--- src/rtl/ram_fifo_ctrl.sv ---
// Sequencing controller that turns push/pop requests into single-port RAM accesses,
// making a 2**AW-word RAM behave as a circular FIFO with registered status and read data.
module ram_fifo_ctrl #(
  parameter int DW = 8,
  parameter int AW = 2
) (
  input  logic          clk,
  input  logic          rst,
  input  logic          wr_req,
  input  logic [DW-1:0] wr_data,
  output logic          wr_ack,
  input  logic          rd_req,
  output logic [DW-1:0] rd_data,
  output logic          rd_valid,
  output logic          full,
  output logic          empty,
  output logic [AW:0]   count,
  output logic          ram_r_w,
  output logic [AW-1:0] ram_addrs,
  output logic [DW-1:0] ram_data_in,
  input  logic [DW-1:0] ram_data_out
);

  localparam logic [AW:0] CNT_FULL = {1'b1, {AW{1'b0}}};

  typedef enum logic [1:0] {IDLE, WR, RD} state_t;

  state_t        state, state_nxt;
  logic [AW-1:0] wptr, wptr_nxt, rptr, rptr_nxt;
  logic [AW:0]   count_nxt;
  logic          wr_ack_nxt, rd_valid_nxt, ram_r_w_nxt;
  logic [AW-1:0] ram_addrs_nxt;
  logic [DW-1:0] ram_data_in_nxt, rd_data_nxt;

  always_ff @(posedge clk or posedge rst) begin
    if (rst) state <= IDLE;
    else     state <= state_nxt;
  end

  // Pop has priority over push; a losing push simply waits for the next IDLE.
  always_comb begin
    state_nxt       = state;
    wptr_nxt        = wptr;
    rptr_nxt        = rptr;
    count_nxt       = count;
    wr_ack_nxt      = 1'b0;
    rd_valid_nxt    = 1'b0;
    ram_r_w_nxt     = ram_r_w;
    ram_addrs_nxt   = ram_addrs;
    ram_data_in_nxt = ram_data_in;
    rd_data_nxt     = rd_data;
    case (state)
      IDLE: begin
        if (rd_req && !empty) begin
          state_nxt     = RD;
          ram_r_w_nxt   = 1'b0;
          ram_addrs_nxt = rptr;
        end else if (wr_req && !full) begin
          state_nxt       = WR;
          wr_ack_nxt      = 1'b1;
          ram_data_in_nxt = wr_data;
          ram_r_w_nxt     = 1'b1;
          ram_addrs_nxt   = wptr;
        end else begin
          ram_r_w_nxt = 1'b0;
        end
      end
      WR: begin
        wptr_nxt    = wptr + 1'b1;
        count_nxt   = count + 1'b1;
        ram_r_w_nxt = 1'b0;
        state_nxt   = IDLE;
      end
      RD: begin
        rd_data_nxt  = ram_data_out;
        rd_valid_nxt = 1'b1;
        rptr_nxt     = rptr + 1'b1;
        count_nxt    = count - 1'b1;
        state_nxt    = IDLE;
      end
      default: state_nxt = IDLE;
    endcase
  end

  // Status flags are registered from the next occupancy so they stay glitch-free.
  always_ff @(posedge clk or posedge rst) begin
    if (rst) begin
      wptr        <= '0;
      rptr        <= '0;
      count       <= '0;
      empty       <= 1'b1;
      full        <= 1'b0;
      wr_ack      <= 1'b0;
      rd_valid    <= 1'b0;
      rd_data     <= '0;
      ram_r_w     <= 1'b0;
      ram_addrs   <= '0;
      ram_data_in <= '0;
    end else begin
      wptr        <= wptr_nxt;
      rptr        <= rptr_nxt;
      count       <= count_nxt;
      empty       <= (count_nxt == '0);
      full        <= (count_nxt == CNT_FULL);
      wr_ack      <= wr_ack_nxt;
      rd_valid    <= rd_valid_nxt;
      rd_data     <= rd_data_nxt;
      ram_r_w     <= ram_r_w_nxt;
      ram_addrs   <= ram_addrs_nxt;
      ram_data_in <= ram_data_in_nxt;
    end
  end

endmodule
--- config.mk ---
export PLATFORM = sky130hd
export DESIGN_NAME = ram_fifo_ctrl
export DESIGN_NICKNAME = d
export VERILOG_FILES = /design/src/rtl/ram_fifo_ctrl.sv
export SDC_FILE = /design/constraint.sdc
export NUM_CORES = 1
export LEC_CHECK = 0
export ABC_AREA = 1
export BUFFER_PORTS_ARGS = -buffer_cell sky130_fd_sc_hd__buf_2
export CORE_UTILIZATION = 52
export CTS_BUF_LIST = sky130_fd_sc_hd__clkbuf_16
export DETAILED_ROUTE_END_ITERATION = 6
export PLACE_DENSITY_LB_ADDON = 0.2
export SYNTH_ARGS = -nofsm -noshare
export SYNTH_HDL_FRONTEND = slang
export SYNTH_SLANG_ARGS = --single-unit
--- constraint.sdc ---
create_clock -name clk -period 2.6 [get_ports clk]
set_clock_uncertainty 0.2 [all_clocks]
set_input_delay 0.26 -clock clk [delete_from_list [all_inputs] [get_ports clk]]
set_output_delay 0.26 -clock clk [all_outputs]
set_load 0.005 [all_outputs]
==> results.yml, run 1 <==
synthesis:
  avgSynthCellArea_um2: 8.87
  syn-cell-area_um2: 1370
  synth_nets: 179
  synth_cell_types: 17
  yosysSeqAreaShare_pct: 58.7
  synth_seq_cells: 32
  synthCells: 154
  ys.warnings.count: 0
cells_and_area:
  final_cells: 248
  fin_util_pct: 77.0
  final_cell_mix: "nand2_1 (77), buf_2 (45), dfrtp_1 (31), dlygate4sd3_1 (12), inv_1 (11)"
  diodes: 0
  layout_commonest_cell: "nand2_1"
  drive_above_1_share_pct: 27.5
  final_nets: 242
  design_area_um2: 1910
  syn_to_final_growth_pct: 39.6
worst_hold_path:
  min_from: "ram_data_out[1]"
  hold_depth: 3
  min_delay_worst_endpoint: "rd_data[1]$_DFFE_PP0N_"
  min_path_type: "in2reg"
setup_path:
  r2r_cells: 9
  crit_arrival_ns: 1.92
  cp_slowest_cell: "ha_1"
  critPathKind: "reg2reg"
  timing.rr.start: "state[0]$_DFFE_PP0P_"
  slowest_delay_ns: 0.48
  cp_common_cell: "nand2_1"
  rrSetupSlack_ns: 0.69
  cp_cell_sequence: "inv_1, ha_1, inv_2, nand2_1, nand2_1, nand2_1, nand3_1, nand2_1, nor2_1"
  crit_path_start_kind: "register"
  path_depth: 9
  path_max_fanout: 14
  reg2reg_to: "empty$_DFF_PP1_"
  critPathRequiredTime_ns: 2.61
  crit_buf_inv: 2
  worstSetupEndpointType: "register"
  crit_family: "simple AND/OR/NAND/NOR gates"
floorplan:
  initial_core_util_pct: 55.2
  dieArea_um2: 2840
  row_count: 18
  die_h_um: 53.3
  io_pins: 46
  die_x_um: 53.3
  core_area_um2: 2480
route:
  first_pass_iters: 4
  post_drt_wl_per_cell_um: 12.3
  drt.antenna.violating_nets: 0
  drc: 0
  num_vias: 1154
  wl_um: 3040
  drt-vias-per-instance: 4.65
  drtIter0Drc: 13
cts:
  clk_path_buf_depth: 2
  cts.sink_count: 32
  cts_hold_buf: 12
  htreeDepth: 2
  cts_buffers: 5
  root_buffer: "clkbuf_16"
  cts_setup_buffers: 0
  clk_latency_ns: 0.27
  clk_pin_slew_ns: 0.05
  cts_tree: "built"
  cts_resized: 0
sta:
  drv_slew: 0
  setup_viol: 0
  period_needed_ns: 1.91
  hold_viol: 0
  holdWs_ns: 0.000985
  fin_crit_sh_pct: 73.4
  max_freq_mhz: 524
  relSlewSlack_pct: 66.9
  tightestPinTransition_ns: 0.496
  fin_setup_tns_ns: 0
  fin_ws_ns: 0.692
  rsz0062_at_grt: "false"
placed_design:
  gp_congestion: 0.728
  place_inst: 228
  portBuffers: 45
  placed_area_um2: 1620
  dp_hpwl_um: 1870
  place_ws_ns: 0.749
global_routing:
  grt_pass1_wl_um: 4770
  gr-total-overflow: 0
  antenna_found_initial: 0
  grt_max_degree: 33
  grt_pass1_vias: 1074
  grt_use_total_pct: 24.6
pwr:
  power_mw: 2.57
  power_density_nw_per_um2: 1350
  peakVddDrop_v: 0.00112
  p_leak_nw: 1.09
status:
  outcome: "finished, final reports clean"
run:
  drv_cap: 0
==> routing by layer <==
layer / vias up / part of all wire (%) / track usage [%]
met5: - / 0 / 0
met4: 0 / 1.5 / 9.21
met3: 6 / 4.9 / 6.90
met2: 34 / 50 / 40.4
met1: 524 / 43 / 30.3
li1: 590 / - / -
==> tightest hold or removal path, stage by stage <==
cell     delay [ns]
buf_2          0.08
nand2_1        0.05
nand2_1        0.05
==> cell usage after synthesis, drive strengths merged <==
cell type | n | area (um2)
nor2 | 3 | 11.3
o21ai | 3 | 15.0
dfrtp | 31 | 776
o31ai | 1 | 7.51
ha | 5 | 62.6
dfstp | 1 | 26.3
nand3 | 4 | 20.0
a21oi | 2 | 10.0
nand2 | 81 | 314
or2 | 1 | 6.26
inv | 14 | 52.6
xor2 | 5 | 43.8
xnor2 | 1 | 8.76
buf | 2 | 12.5
==> state kept, by name (all words and copies together) (netlist names) <==
signal       count
ram_data_in      8
rd_data          8
count            3
ram_addrs        2
rptr             2
state            2
wptr             2
empty            1
full             1
ram_r_w          1
rd_valid         1
wr_ack           1
==> kinds of logic after synthesis <==
| group | Yosys count | share of synthesized area (%) |
|---|---|---|
| and+or+nand+nor | 89 | 25.7 |
| DFF | 32 | 58.7 |
| buffers and inverters | 16 | 4.76 |
| AOI/OAI and AO/OA | 6 | 2.38 |
| xor gates and xnor gates | 6 | 3.85 |
| adders and majority gates | 5 | 4.58 |
==> final cells by class <==
| type | instances | area [um2] |
|---|---|---|
| sequential | 32 | 802 |
| fill | 177 | 571 |
| multi-input combinational | 106 | 499 |
| timing repair buffer | 58 | 353 |
| clock buffer | 5 | 125 |
| inverter | 14 | 52.6 |
| clock inverter | 3 | 37.5 |
| tap | 30 | 37.5 |
==> worst max path at each step <==
stage                         start              end  slack (ns)
2_1_floorplan  state[0]$_DFFE_PP0P_  empty$_DFF_PP1_        0.87
3_3_place_gp   state[0]$_DFFE_PP0P_   full$_DFF_PP0_        0.81
3_5_place_dp   state[0]$_DFFE_PP0P_   full$_DFF_PP0_        0.75
4_1_cts        state[0]$_DFFE_PP0P_  empty$_DFF_PP1_        0.68
5_1_grt        state[0]$_DFFE_PP0P_  empty$_DFF_PP1_        0.49
6_report       state[0]$_DFFE_PP0P_  empty$_DFF_PP1_        0.69
==> report_power, final <==
group,switching [mW],internal [mW],total (mW)
Sequential,0.147,0.749,0.897
Clock,0.197,0.444,0.641
Combinational,0.613,0.418,1.03
Total,0.957,1.61,2.57
Power figures use the tool's default switching activity.
==> inputs of run 2 (changes only) <==
--- a/config.mk
+++ b/config.mk
@@ -5,9 +5,9 @@
 export SDC_FILE = /design/constraint.sdc
 export NUM_CORES = 1
 export LEC_CHECK = 0
-export ABC_AREA = 1
+export ABC_AREA = 0
 export BUFFER_PORTS_ARGS = -buffer_cell sky130_fd_sc_hd__buf_2
-export CORE_UTILIZATION = 52
+export CORE_UTILIZATION = 49
 export CTS_BUF_LIST = sky130_fd_sc_hd__clkbuf_16
 export DETAILED_ROUTE_END_ITERATION = 6
 export PLACE_DENSITY_LB_ADDON = 0.2
==> constraint.sdc (replaced) <==
create_clock -name clk -period 1.95 [get_ports clk]
set_clock_uncertainty 0.2 [all_clocks]
set_input_delay 0.195 -clock clk [delete_from_list [all_inputs] [get_ports clk]]
set_output_delay 0.195 -clock clk [all_outputs]
set_load 0.005 [all_outputs]
==> run 2 against run 1 <==
Flip-flop and latch count unchanged. Fmax fell by 0.10%. Critical path type unchanged. Non-clock buffer count rose by 12. Register-to-register slack got worse by 0.65 ns. Utilization decreased by 2.1 points.
==> results.yml, run 2 <==
sta:
  drv_slew: 0
  relSlewSlack_pct: 74.0
  max_freq_mhz: 524
  holdWs_ns: 0.0151
  hold_viol: 0
  rsz0062_at_grt: "true"
  setup_viol: 0
  fin_ws_ns: 0.0404
  period_needed_ns: 1.91
  tightestPinTransition_ns: 0.391
  fin_crit_sh_pct: 97.9
  fin_setup_tns_ns: 0
setup_path:
  cp_common_cell: "ha_4"
  cp_slowest_cell: "dfrtp_1"
  cp_cell_sequence: "inv_2, ha_4, xor2_2, ha_4, and3b_1, o32ai_1, a311oi_1"
  crit_start: "state[0]$_DFFE_PP0P_"
  path_depth: 7
  slowest_delay_ns: 0.39
  crit_family: "flip-flops"
  critPathKind: "reg2reg"
  crit_path_start_kind: "register"
  crit_buf_inv: 1
  r2r_cells: 7
  worstSetupEndpointType: "register"
  path_max_fanout: 2
  timing.rr.start: "state[0]$_DFFE_PP0P_"
  crit_arrival_ns: 1.90
  critPathRequiredTime_ns: 1.94
cts:
  cts_buffers: 5
  root_buffer: "clkbuf_16"
  cts_tree: "built"
  clk_pin_slew_ns: 0.05
  clk_path_buf_depth: 2
  clk_latency_ns: 0.28
  htreeDepth: 2
  cts.sink_count: 32
global_routing:
  grt_pass1_vias: 1128
  grt.busiest_layer: "met2"
  gr-total-overflow: 0
  antenna_found_initial: 0
  grt_max_degree: 33
  grt_use_met2_pct: 37.2
  grt_pass1_wl_um: 4870
  use_met3_pct: 9.37
  grt_util_met1_pct: 22.4
  grt_use_total_pct: 21.3
floorplan:
  core_area_um2: 2730
  initial_core_util_pct: 51.3
  row_count: 19
  die_x_um: 55.5
  dieArea_um2: 3080
  die_h_um: 55.5
  io_pins: 46
cells_and_area:
  diodes: 0
  layout_commonest_cell: "buf_2"
  syn_to_final_growth_pct: 45.9
  final_cell_mix: "buf_2 (45), dfrtp_1 (31), mux2_2 (17), dlygate4sd3_1 (17)"
  reg_top3: "ram_data_in (8), rd_data (8), count (3)"
  design_area_um2: 2050
  drive_above_1_share_pct: 47.8
  final_nets: 202
synthesis:
  ys_async_sr_fraction_pct: 100
  synth_cell_types: 27
  yosysSeqAreaShare_pct: 57.2
  synth_seq_cells: 32
  synthCells: 104
  synth_most_common_cell: "dfrtp_1"
  synth_edf_count: 0
  yosys.area.top_type: "dfrtp_1"
  synth_nets: 129
  synthTopCellsByArea: "dfrtp_1 (55%), mux2_2 (14%), ha_1 (4.5%)"
  ys.warnings.count: 0
  synthFlopType: "dfrtp_1"
  synth_top_area_share_pct: 55.3
  avgSynthCellArea_um2: 13.5
  syn-cell-area_um2: 1400
  synthTopCellsByCount: "dfrtp_1 (31), mux2_2 (17), inv_1 (7)"
run:
  drv_cap: 0
route:
  drt.antenna.violating_nets: 0
  drc: 0
  wl_um: 2900
  num_vias: 1104
  drtIter0Drc: 19
  drt-vias-per-instance: 5.28
  post_drt_wl_per_cell_um: 13.9
  first_pass_iters: 4
status:
  outcome: "finished, final reports clean"
pwr:
  power_mw: 3.37
  p_leak_nw: 0.988
  power_density_nw_per_um2: 1650
  peakVddDrop_v: 0.00142
worst_hold_path:
  min_path_type: "in2reg"
  hold_depth: 3
  min_from: "wr_req"
placed_design:
  gp_congestion: 0.844
  place_ws_ns: -0.0453
  placed_area_um2: 1700
  portBuffers: 45
  dp_hpwl_um: 1820
## run 2: final cells by class
cell class / instances / area, um2
Timing Repair Buffer: 70 / 455
Clock inverter: 3 / 11.3
Sequential cell: 32 / 802
Multi-Input combinational cell: 61 / 587
Tap cell: 31 / 38.8
Inverter: 7 / 26.3
Clock buffer: 5 / 125
Fill cell: 193 / 688
## run 2: final timing paths
path,to,slack [ns]
min in group asynchronous,ram_data_in[3]$_DFFE_PP0P_,0.37
setup reg to reg,empty$_DFF_PP1_,0.04
hold reg to reg,wptr[1]$_DFFE_PP0P_,0.28
hold / removal,state[0]$_DFFE_PP0P_,0.02
setup / recovery,empty$_DFF_PP1_,0.04
max in group asynchronous,empty$_DFF_PP1_,0.87
## run 2: power breakdown
part / internal (mW) / switching (mW)
Sequential: 0.994 / 0.210
Combinational: 0.812 / 0.643
Clock: 0.457 / 0.253
## run 2: logic make-up (layout without fill, tap and decap cells)
kind of cell,count (synthesis),after routing,synth area share [%]
adders and majority gates,5,5,4.46
DFF,32,32,57.2
AOI/OAI and AO/OA,13,13,6.42
muxes,17,17,13.6
and+or+nand+nor,19,19,10.4
xor gates and xnor gates,7,7,4.37
buffers and inverters,11,85,3.48
## run 2: timing repair
item | 4_1_cts | 5_1_grt
buffers inserted | 0 | 1
hold endpoints to repair | 47 | 0
pin swaps | 2 | 1
gates resized for setup | 2 | 5
hold buffers | 17 | 0
setup endpoints to repair | 3 | 3
## run 2: per-layer routing
| layer | up-vias | part of all wire (%) | wire length (um) |
|---|---|---|---|
| met3 | 8 | 5.6 | 163 |
| met5 | - | 0 | 0 |
| met4 | 0 | 2.2 | 65 |
| met1 | 550 | 38 | 1100 |
| met2 | 35 | 54 | 1570 |
| li1 | 511 | - | - |
## run 2: worst reg2reg max path, cell delays in order (launching register included)
cell and delay (ns):
dfrtp_1 0.39, inv_2 0.09, ha_4 0.15, xor2_2 0.18, ha_4 0.22, and3b_1 0.24, o32ai_1 0.10, a311oi_1 0.25
## run 2: metrics by stage
stage	std cells	utilization (%)
finish	209	74.8
global route	209	74.8
CTS	208	73.5
detailed placement	183	62.1
global placement	183	62.1
floorplan	104	-
==> inputs of run 3 (changes only) <==
--- a/config.mk
+++ b/config.mk
@@ -6,7 +6,7 @@
 export NUM_CORES = 1
 export LEC_CHECK = 0
 export ABC_AREA = 0
-export BUFFER_PORTS_ARGS = -buffer_cell sky130_fd_sc_hd__buf_2
+export BUFFER_PORTS_ARGS = -buffer_cell sky130_fd_sc_hd__clkbuf_2
 export CORE_UTILIZATION = 49
 export CTS_BUF_LIST = sky130_fd_sc_hd__clkbuf_16
 export DETAILED_ROUTE_END_ITERATION = 6
==> run 3 against run 2 <==
Cell count increased by 0.48%. Cell area increased by 1.3%. Wire length increased by 7.9%. Critical path depth is the same. The flow now finishes with violations (setup timing). Via count down 2.4%. Flip-flop and latch count stayed put. Largest cell class unchanged. Sequential share of layout area down 0.50 points. Total power rose by 2.9%.
==> results.yml, run 3 (same netlist as run 2, synthesis figures left out) <==
pwr:
  power_switching_mw: 1.17
  comb_power_share_pct: 44.1
  peakVddDrop_v: 0.00130
  power_mw: 3.47
  seqPwrFrac_pct: 35.4
  power_density_nw_per_um2: 1670
  p_int_mw: 2.29
  clockPowerShare_pct: 20.5
  p_leak_nw: 1.00
  switching_share_pct: 33.8
cts:
  cts_buffers: 5
  clk_latency_ns: 0.28
  htreeDepth: 2
  root_buffer: "clkbuf_16"
  cts_tree: "built"
  cts.sink_count: 32
  clk_pin_slew_ns: 0.05
  clk_path_buf_depth: 2
cells_and_area:
  final_cell_mix: "clkbuf_2 (45), dfrtp_1 (31), mux2_2 (17), dlygate4sd3_1 (17), buf_4 (9)"
  diodes: 0
  final_nets: 203
  design_area_um2: 2070
  drive_above_1_share_pct: 48.6
  final_cells: 210
  reg_top3: "ram_data_in (8), rd_data (8), count (3)"
  layout_commonest_cell: "clkbuf_2"
  syn_to_final_growth_pct: 47.7
  fin_util_pct: 75.8
global_routing:
  grt_pass1_vias: 1057
  grt_pass1_wl_um: 4950
  antenna_found_initial: 0
  grt_max_degree: 33
  gr-total-overflow: 0
  grt_use_total_pct: 22.2
run:
  drv_cap: 0
setup_path:
  crit_path_start_kind: "register"
  critPathRequiredTime_ns: 1.92
  crit_arrival_ns: 1.96
  path_max_fanout: 2
  reg2reg_to: "empty$_DFF_PP1_"
  timing.rr.start: "state[0]$_DFFE_PP0P_"
  rrSetupSlack_ns: -0.03
  worstSetupEndpointType: "register"
  critPathKind: "reg2reg"
  r2r_cells: 7
route:
  wl_met2_um: 1660
  met3_length_um: 155
  num_vias: 1078
  drt.antenna.violating_nets: 0
  first_pass_iters: 4
  m1WireLength_um: 1220
  drtIter0Drc: 23
  drc: 0
  drt-vias-per-instance: 5.13
  post_drt_wl_per_cell_um: 14.9
  wl_um: 3130
  highest_layer: "met4"
placed_design:
  dp_hpwl_um: 1830
  place_ws_ns: -0.0228
  gp_congestion: 0.850
  placed_area_um2: 1700
  portBuffers: 45
  place_inst: 183
floorplan:
  row_count: 19
  io_pins: 46
  die_x_um: 55.5
  die_h_um: 55.5
  dieArea_um2: 3080
  initial_core_util_pct: 51.3
  core_area_um2: 2730
sta:
  relSlewSlack_pct: 72.9
  max_freq_mhz: 504
  fin_crit_sh_pct: 102
  setup_viol: 2
  drv_slew: 0
  hold_viol: 0
  rsz0062_at_grt: "true"
  fin_ws_ns: -0.0331
  tightestPinTransition_ns: 0.407
  period_needed_ns: 1.98
worst_hold_path:
  min_from: "wr_req"
  min_path_type: "in2reg"
  hold_depth: 3
  min_delay_worst_endpoint: "state[0]$_DFFE_PP0P_"
status:
  outcome: "finished, violations left"
  violations: "setup timing"
-- run 3: cell types whose count changed in the layout (fill, tap and decap cells not counted) --
cell,before,now
buf_2,45,0
buf_4,8,9
clkbuf_2,0,45
o32ai_1,2,1
o32ai_2,0,1
xor2_2,1,0
xor2_4,0,1
-- run 3: worst max path at each step --
stage | cells after the start | startpoint | slack (ns) | to
floorplan | 7 | state[0]$_DFFE_PP0P_ | 0.1 | empty$_DFF_PP1_
global placement | 7 | state[0]$_DFFE_PP0P_ | 0.06 | empty$_DFF_PP1_
detailed placement | 7 | state[0]$_DFFE_PP0P_ | -0.02 | empty$_DFF_PP1_
CTS | 7 | state[0]$_DFFE_PP0P_ | 0.02 | empty$_DFF_PP1_
global route | 6 | state[1]$_DFFE_PP0P_ | -0.11 | full$_DFF_PP0_
finish | 7 | state[0]$_DFFE_PP0P_ | -0.03 | empty$_DFF_PP1_
-- run 3: repair_timing --
item                                    in CTS  in global routing
endpoints found under the setup margin       2                  3
resized for setup                            2                  7
gates cloned                                 0                  0
buffers inserted                             0                  2
pin swaps                                    3                  5
endpoints found under the hold margin       47                  0
hold buffers                                17                  0
-- run 3: per-layer routing --
metal  GRT usage, %  vias up
li1               -      507
met1           24.6      531
met2           36.0       32
met3           8.90        8
met4           13.2        0
met5              0        -
-- run 3: worst max-delay path: stages, from the launching register on --
cell,delay [ns]
dfrtp_1,0.39
inv_2,0.09
ha_4,0.16
xor2_4,0.18
ha_4,0.22
and3b_1,0.25
o32ai_1,0.12
a311oi_1,0.26
-- run 3: final cells by class --
cell class	count	area, um2
Sequential cell	32	802
Fill cell	188	662
Multi-Input combinational cell	61	606
Timing Repair Buffer	71	463
Clock buffer	5	125
Tap cell	31	38.8
Inverter	7	26.3
Clock inverter	3	11.3
-- run 3: power by group through the flow --
stage	Combinational, mW	Sequential (mW)	Clock (mW)
3_5_place_dp	1.33	1.21	0
2_1_floorplan	0.826	1.22	0
3_3_place_gp	1.29	1.19	0
5_1_grt	1.66	1.27	0.766
4_1_cts	1.38	1.20	0.734
6_report	1.53	1.23	0.712
-- run 3: per-stage QoR --
stage | hold WS [ns] | setup TNS (ns)
final | 0.0137 | -0.0559
after global routing | 0.0363 | -0.229
after global placement | 0.0715 | 0
after floorplan | 0.110 | 0
after detailed placement | 0.0817 | -0.0350
after CTS | 0.00403 | 0
